==> src/rtl/vote_cast_controller.sv <==
// Vote cast controller: accepts a validated voter ID, collects one candidate
// press under a timeout, commits it to saturating tallies and gates readout.
module vote_cast_controller #(
    parameter int NUM_CAND = 4,
    parameter int CNT_W    = 8,
    parameter int ID_W     = 5,
    parameter int TIMEOUT  = 16,
    localparam int SEL_W   = (NUM_CAND > 1) ? $clog2(NUM_CAND) : 1
) (
    input  logic                clk,
    input  logic                reset,
    input  logic                mode,
    input  logic                valid_voter_id_status,
    input  logic [ID_W-1:0]     voter_id,
    input  logic [NUM_CAND-1:0] candidate_btn,
    input  logic [SEL_W-1:0]    result_sel,
    output logic                busy,
    output logic                vote_done,
    output logic                dup_voter,
    output logic                vote_timeout,
    output logic [CNT_W-1:0]    result_count,
    output logic [CNT_W-1:0]    total_votes
);
    localparam int TMR_W = (TIMEOUT > 1) ? $clog2(TIMEOUT) : 1;
    localparam logic [TMR_W-1:0] TMR_LAST = TMR_W'(TIMEOUT - 1);

    typedef enum logic [1:0] {IDLE, WAIT_VOTE, CAST, LOCKOUT} state_e;

    state_e             state_q, state_d;
    logic [TMR_W-1:0]   timer_q, timer_d;
    logic [ID_W-1:0]    id_q, id_d;
    logic [SEL_W-1:0]   cand_q, cand_d;
    logic [CNT_W-1:0]   tally_q [NUM_CAND];
    logic [CNT_W-1:0]   tally_d [NUM_CAND];
    logic [CNT_W-1:0]   total_q, total_d;
    logic [2**ID_W-1:0] voted_q, voted_d;
    logic               done_q, done_d;
    logic               dup_q, dup_d;
    logic               tmo_q, tmo_d;
    logic               one_hot;
    logic [SEL_W-1:0]   btn_idx;
    logic               rd_en;

    always_comb begin
        btn_idx = '0;
        for (int i = 0; i < NUM_CAND; i++) begin
            if (candidate_btn[i]) btn_idx = SEL_W'(i);
        end
    end

    assign one_hot = (candidate_btn != '0) &&
                     ((candidate_btn & (candidate_btn - NUM_CAND'(1))) == '0);

    always_comb begin
        state_d = state_q;
        timer_d = timer_q;
        id_d    = id_q;
        cand_d  = cand_q;
        tally_d = tally_q;
        total_d = total_q;
        voted_d = voted_q;
        done_d  = 1'b0;
        dup_d   = 1'b0;
        tmo_d   = 1'b0;
        unique case (state_q)
            IDLE: begin
                if (mode && valid_voter_id_status) begin
                    id_d = voter_id;
                    if (voted_q[voter_id]) begin
                        dup_d = 1'b1;
                    end else begin
                        timer_d = '0;
                        state_d = WAIT_VOTE;
                    end
                end
            end
            WAIT_VOTE: begin
                // Abort beats a press, and a press beats expiry.
                if (!mode) begin
                    state_d = IDLE;
                end else if (one_hot) begin
                    cand_d  = btn_idx;
                    state_d = CAST;
                end else if (timer_q == TMR_LAST) begin
                    tmo_d   = 1'b1;
                    state_d = IDLE;
                end else begin
                    timer_d = timer_q + TMR_W'(1);
                end
            end
            CAST: begin
                if (tally_q[cand_q] != '1)
                    tally_d[cand_q] = tally_q[cand_q] + CNT_W'(1);
                if (total_q != '1)
                    total_d = total_q + CNT_W'(1);
                voted_d[id_q] = 1'b1;
                done_d  = 1'b1;
                state_d = LOCKOUT;
            end
            LOCKOUT: begin
                if (candidate_btn == '0 && !valid_voter_id_status)
                    state_d = IDLE;
            end
            default: state_d = IDLE;
        endcase
    end

    always_ff @(posedge clk or negedge reset) begin
        if (!reset) begin
            state_q <= IDLE;
            timer_q <= '0;
            id_q    <= '0;
            cand_q  <= '0;
            for (int i = 0; i < NUM_CAND; i++) tally_q[i] <= '0;
            total_q <= '0;
            voted_q <= '0;
            done_q  <= 1'b0;
            dup_q   <= 1'b0;
            tmo_q   <= 1'b0;
        end else begin
            state_q <= state_d;
            timer_q <= timer_d;
            id_q    <= id_d;
            cand_q  <= cand_d;
            tally_q <= tally_d;
            total_q <= total_d;
            voted_q <= voted_d;
            done_q  <= done_d;
            dup_q   <= dup_d;
            tmo_q   <= tmo_d;
        end
    end

    assign busy         = (state_q != IDLE);
    assign vote_done    = done_q;
    assign dup_voter    = dup_q;
    assign vote_timeout = tmo_q;

    // Tallies are only visible while idle in result mode.
    assign rd_en = !mode && (state_q == IDLE);

    always_comb begin
        result_count = '0;
        if (rd_en && int'(result_sel) < NUM_CAND)
            result_count = tally_q[result_sel];
    end

    assign total_votes = rd_en ? total_q : '0;

endmodule
==> config.mk <==
export PLATFORM = sky130hd
export DESIGN_NAME = vote_cast_controller
export DESIGN_NICKNAME = d
export VERILOG_FILES = /design/src/rtl/vote_cast_controller.sv
export SDC_FILE = /design/constraint.sdc
export NUM_CORES = 1
export LEC_CHECK = 0
export ABC_AREA = 1
export BUFFER_PORTS_ARGS = -buffer_cell sky130_fd_sc_hd__buf_4
export CAP_MARGIN = 40
export CORE_MARGIN = 4
export CORE_UTILIZATION = 59
export CTS_CLUSTER_DIAMETER = 60
export DETAILED_ROUTE_END_ITERATION = 10
export PLACE_DENSITY = 0.85
export SLEW_MARGIN = 20
export SYNTH_ARGS = -nofsm -noshare
export SYNTH_HDL_FRONTEND = slang
export SYNTH_SLANG_ARGS = --single-unit
==> constraint.sdc <==
create_clock -name clk -period 3.2 [get_ports clk]
set_clock_uncertainty 0.2 [all_clocks]
set_input_delay 0.64 -clock clk [delete_from_list [all_inputs] [get_ports clk]]
set_output_delay 0.64 -clock clk [all_outputs]
set_load 0.005 [all_outputs]
# Word level (Yosys, flattened, before mapping)
# Index checks and enable logic that the tools add are counted.
# Widths: inputs -> output; s select.
[op_classes] add_sub_neg=4 magnitude_cmp=6 eq_ne=13 mux=39 bitwise_logic=4 n_reduce_logical=20
[ops] operator="$mux 8" n=7
[ops] operator="$bmux 8 s2" n=2
[ops] operator="$bwmux 32" n=1
[ops] operator="$or 32x32->32" n=1
[ops] operator="$mux 4" n=5
[ops] operator="$add 8x1->8 const B" n=2
[ops] operator="$demux 8 s2" n=1
[ops] operator="$mux 2" n=8
[ops] operator="$ne 8x8->1 const B" n=2
[ops] operator="$lt 5x6->1 const B" n=2
[ops] operator="$ne 2x2->1 const B" n=6
[ops] operator="$mux 1" n=11
[ops] operator="$logic_not 4->1" n=2
[ops] operator="$pmux 2 s4" n=1
[ops] operator="$pmux 4 s2" n=1
[ops] operator="$ge 3x3->1 const B" n=2
[ops] operator="$logic_and 1x1->1" n=6
[ops] operator="$not 2->3" n=2
[ops] operator="$reduce_and 2->1" n=3
[ops] operator="$reduce_and 6->1" n=1
[ops] operator="$bmux 1 s5" n=1
[ops] operator="$demux 1 s5" n=1
[ops] operator="$ge 5x1->1 const B" n=1
[ops] operator="$add 4x1->4 const B" n=1
[ops] operator="13 further kinds" n=16
[word_totals] regBits=88 in_bits=15 out_inout_bits=20 word_cells=99

# Longest topological paths before layout
# Gate-level depths: netlist of the first run.
[depth] depth_word=7 ltp_mapped=15 ltp_nobuf=14

# Worst setup path before layout of the first run
# Ideal clock, no wire load.
[synth_timing] path_kind="input to output" from="input port result_sel[0]" to="output port result_count[5]" t_arrival_ns=1.545 setup_slack_ns=0.815 cell_stages=6 n_path_buf=2 cell_sequence="clkbuf_1 inv_1 clkbuf_1 a21oi_1 o21ai_0 a21oi_1"
[synth_between] elab_chain_len=5
[synth_lines] item="start, declared" line_no="16" rtl="input logic [SEL_W-1:0] result_sel,"
[synth_lines] item="$not 2->3 (not written as such)" line_no="145" rtl="result_count = tally_q[result_sel];"
[synth_lines] item="$bmux 8 s2" line_no="145"
[synth_lines] item="$mux 8 (not written as such) (2 in series)" line_no="145"
[synth_lines] item="$mux 8" line_no="144" rtl="if (rd_en && int'(result_sel) < NUM_CAND)"
[synth_lines] item="end, declared" line_no="21" rtl="output logic [CNT_W-1:0] result_count,"
# Every way passes these cells. The select of a mux whose other input is x is not followed.

# Worst setup path in the final report of the first run
[layout_timing] from="register state_q[0]" to="output port result_count[4]"
[layout_between] elab_chain_len=3
[layout_lines] item="start, declared" line_no="29" rtl="state_e state_q, state_d;"
[layout_lines] item="start signal, assigned" line_no="121" rtl="state_q <= state_d;"
[layout_lines] item="$logic_not 2->1" line_no="140" rtl="assign rd_en = !mode && (state_q == IDLE);"
[layout_lines] item="$logic_and 1x1->1" line_no="140"
[layout_lines] item="$mux 8" line_no="144"
# Every way passes these cells.

==> reports/results.txt, run 1 <==
FF-to-FF Start: cand_q[0]
hold buffers post-CTS: 0
Port Buf Inserts: 34
GP Congestion: 1.02
TritonCTS clock tree: built
Syn Nets: 575
gr usage total: 26.2%
fin crit share: 88.8%
Ant. Diodes: 0
initial antenna violation count: 0
Period minus WS final: 2.84 ns
worst slew pin tran: 0.682 ns
met1 Usage GRT: 35.1%
layer carrying the most global-route usage: met2
clk sinks: 88
setup repair bufs after CTS: 0
H-Tree Depth: 3
most frequent cells in the layout: 161 x nand2_1, 88 x dfrtp_1, 47 x inv_1, 47 x nand3_1, 35 x buf_4
Critical Path Start: state_q[0]
Setup CP Type: reg -> out
quantity of gates resized following cts: 0
worst r2r path cells: 11
Critical Path End: result_count[4]
DP HPWL: 7.83 mm
vias in the first global route: 3956
Slew HR: 54.5%
status: finished, final reports clean
flip-flop and latch count after synthesis: 88
Post-Synthesis Cells: 557
Fin. Hold Viols: 0
layout cell share with drive strength beyond 1: 15.9%
fmax: 0.352 GHz
P&R area growth vs syn: 12.2%
Routed wire per std cell: 15.9 um
met2 Resource Use GR: 40.8%
reg-to-reg slack, setup: 0.66 ns
Pleak: 2.44 nW
Netlist cell types: 37
initial core utilization: 61.8%
Setup TNS: 0 ns
Max-Cap Viols: 0
CTS max path bufs: 2
unrepaired setup endpoints after global routing: no
die area: 9190 um2
clock root cell: clkbuf_8
max-slew violation count: 0
Post-Route WL: 11.0 mm
First-pass DRT Iterations: 5
ys async rst share: 100%
syn_area_per_cell: 8.18 um2
Worst-Skew Late Latency: 0.36 ns
# setup viols final: 0
I/O pin count: 35
Post-synth EDFFs: 0
PnR worst setup slack: 0.357 ns
first-pass GRT wire length: 18.5 mm
Crit path required time: 2.36 ns
Final ANT Viol Nets: 0
arrival time worst endpoint: 2.00 ns
element type at the critical path end: output port
global route overflow: 0
worst hold path class: in -> async
Residual DRC: 0
Ys Warns: 0
Worst R2R End: tally_q[20]
largest net degree at the start of global routing: 54
post-synthesis cell area: 4560 um2
Vias/cell: 5.73
startpoint types: flip-flop
Reg clk slew, reported paths: 0.09 ns
Main synth FF type: dfrtp_1
DR iter-0 viols: 323
crit-path max FO: 16
DIE HEIGHT: 95.9 um
Final nets: 609
core area: 7370 um2
Num CTS Buffers: 9
Die Width: 95.9 um
sequential element share of the synthesized area: 48.3%
commonest non-fill, non-tap cell in the layout: nand2_1
fillers: 583
DR vias: 3980
routing usage on met3: 4.85%
Place WS: 0.653 ns
Pwr Density: 719 nW/um2
std cell rows: 31
Max VDD drop: 0.314 mV
## registers in the layout, summed over array words and instances, names as in the netlist, named ones only
register	flops
id_q	5
state_q	1
voted_q	32
vote_timeout	1
timer_q	4
vote_done	1
cand_q	2
total_q	8
dup_voter	1
tally_q	32
## kinds of logic (layout without fill, tap and decap cells)
group	Yosys count	after routing	synth area share (%)
flops	88	88	48.3
simple gates	268	268	25.6
buf+inv	71	110	6.32
compound gates	114	114	16.1
fa+ha+maj	3	3	0.824
xor+xnor	13	13	2.83
## power breakdown
group	internal [mW]	switching, mW	leakage (nW)
clock	0.462	0.392	0.114
combinational	0.418	0.761	1.15
sequential	1.41	0.234	1.18
total	2.29	1.39	2.44
## worst min-delay path by stage
stage	end	depth (start not counted)	slack, ns	start
2_1_floorplan	async pin	0	0.14	reset
3_3_place_gp	voted_q[17]	1	0.26	voted_q[17]
3_5_place_dp	voted_q[9]	1	0.26	voted_q[9]
4_1_cts	voted_q[12]	1	0.14	reset
5_1_grt	voted_q[22]	1	0.18	reset
6_report	voted_q[13]	1	0.12	reset
## critical path, stage by stage (launching register included)
cell     delay (ns)
dfrtp_1        0.45
nor2_1         0.26
nand2_1        0.45
a21oi_1        0.33
buf_4          0.15
## through the flow
step	utilization (%)	total power, mW	instance area, um2	cells	hold slack (ns)
floorplan	-	2.44	4560	557	0.144
global route	69.4	3.92	5110	695	0.176
global placement	66.4	2.75	4890	679	0.258
finish	69.4	3.68	5110	695	0.125
CTS	69.4	3.68	5110	695	0.142
detailed placement	66.4	2.82	4890	679	0.262
## per-layer routing
layer	wire length, um	part of all wire (%)
met1	4730	43
met2	5270	48
met3	666	6.0
met4	380	3.4
met5	0	0
## cell usage after synthesis (7+ instances only)
library cell / n / share of area (%)
o21ai_0: 34 / 3.7
xor2_1: 10 / 1.9
nand2_1: 161 / 13
nor2_2: 7 / 0.96
o21bai_1: 32 / 5.3
dfrtp_1: 88 / 48
nand3_1: 47 / 5.2
inv_2: 10 / 0.82
inv_1: 47 / 3.9
o21ai_2: 9 / 1.7
nor2_1: 32 / 2.6
a21oi_1: 24 / 2.6
## area by class of cell
cell class	instances	area [um2]	area share, %
clock buffer	11	141	2.76
inverter	58	218	4.26
multi-input combinational	398	2070	40.4
tap	99	124	2.42
clock inverter	5	78.8	1.54
sequential	88	2200	43.1
timing repair buffer	36	283	5.53
No activity file was read; power rests on OpenSTA's default activity.
==> run 2, diff against run 1 <==
RECOVER_POWER = 50   (was default)
TNS_END_PERCENT = 30   (was default)
clock period = 3.1 ns   (was 3.2 ns; I/O delays follow)
==> reports/results.txt, run 2 (synthesis gave the netlist of run 1 again) <==
status: finished, final reports clean
initial core utilization: 61.8%
met2 Resource Use GR: 40.5%
Routed wire per std cell: 15.5 um
Num CTS Buffers: 9
CTS max path bufs: 2
core area: 7370 um2
arrival time worst endpoint: 2.04 ns
Ant. Diodes: 0
worst hold path class: reg -> reg
max-slew violation count: 0
Setup CP Type: reg -> out
unrepaired setup endpoints after global routing: no
Post-Route WL: 10.7 mm
clock root cell: clkbuf_8
gr usage total: 25.1%
worst slew pin tran: 1.32 ns
Period minus WS final: 2.86 ns
Reg clk slew, reported paths: 0.09 ns
Die Width: 95.9 um
layer carrying the most global-route usage: met2
quantity of gates resized following cts: 0
fmax: 0.349 GHz
total power: 3.73 mW
vias in the first global route: 3800
crit-path max FO: 16
element type at the critical path end: output port
Final nets: 609
Pleak: 2.42 nW
Slew HR: 11.8%
setup repair bufs after CTS: 0
die area: 9190 um2
DR vias: 3868
Vias/cell: 5.57
TritonCTS clock tree: built
initial antenna violation count: 0
routing usage on met3: 3.13%
clk sinks: 88
fin crit share: 92.3%
Pwr Density: 735 nW/um2
Crit path required time: 2.28 ns
Residual DRC: 0
P&R area growth vs syn: 11.3%
Fin. Hold Viols: 0
Final ANT Viol Nets: 0
Setup TNS: 0 ns
startpoint types: flip-flop
GP Congestion: 1.01
H-Tree Depth: 3
first-pass GRT wire length: 17.9 mm
Max-Cap Viols: 0
Regs by FF count: tally_q x32, voted_q x32, total_q x8
met1 Usage GRT: 33.9%
DR iter-0 viols: 379
DIE HEIGHT: 95.9 um
I/O pin count: 35
hold buffers post-CTS: 0
# setup viols final: 0
Port Buf Inserts: 34
Worst-Skew Late Latency: 0.36 ns
most frequent cells in the layout: 161 x nand2_1, 88 x dfrtp_1, 47 x inv_1, 47 x nand3_1, 34 x o21ai_0
global route overflow: 0
layout cell share with drive strength beyond 1: 15.8%
First-pass DRT Iterations: 5
Max VDD drop: 0.386 mV
std cell rows: 31
fin util: 68.8%
DP HPWL: 7.55 mm
largest net degree at the start of global routing: 55
commonest non-fill, non-tap cell in the layout: nand2_1
[run 2: cell type report]
cell class | count | area, um2
Clock buffer | 10 | 138
Sequential cell | 88 | 2200
Tap cell | 99 | 124
Clock inverter | 6 | 67.6
Inverter | 58 | 218
Timing Repair Buffer | 36 | 258
Fill cell | 615 | 2300
Multi-Input combinational cell | 398 | 2070
[run 2: path summary, 6_finish.rpt]
path                       startpoint              end  slack, ns  depth (start not counted)
setup / recovery           state_q[0]  result_count[6]       0.24                          4
hold reg to reg            voted_q[8]       voted_q[8]       0.28                          1
max in group asynchronous       reset      tally_q[21]       0.81                          2
min in group asynchronous       reset      voted_q[14]       0.34                          1
hold / removal             voted_q[8]       voted_q[8]       0.28                          1
setup reg to reg            cand_q[0]      tally_q[28]       0.49                          9
[run 2: per-stage QoR]
stage          cells  area (um2)  setup WS (ns)  hold slack, ns
3_5_place_dp     679        4890          0.590           0.262
6_report         695        5070          0.238           0.283
3_3_place_gp     679        4890          0.583           0.258
4_1_cts          695        5100          0.234           0.122
5_1_grt          695        5070         0.0423           0.300
2_1_floorplan    557        4560          0.755           0.124
[run 2: critical path: stages, from the launching register on]
cell and delay [ns]:
dfrtp_1 0.46, nor2_1 0.28, nand2_1 0.46, a21oi_1 0.33, buf_4 0.15
[run 2: power by group]
group          switching [mW]  leakage, nW  internal (mW)
clock network           0.425        0.104          0.399
logic                   0.786         1.14          0.424
registers               0.239         1.18           1.45
total                    1.45         2.42           2.28
[run 2: routing by layer]
layer	routed length, um	vias to the layer above
met1	4700	1827
met3	643	28
met5	0	-
met4	263	0
li1	-	1876
met2	5140	137
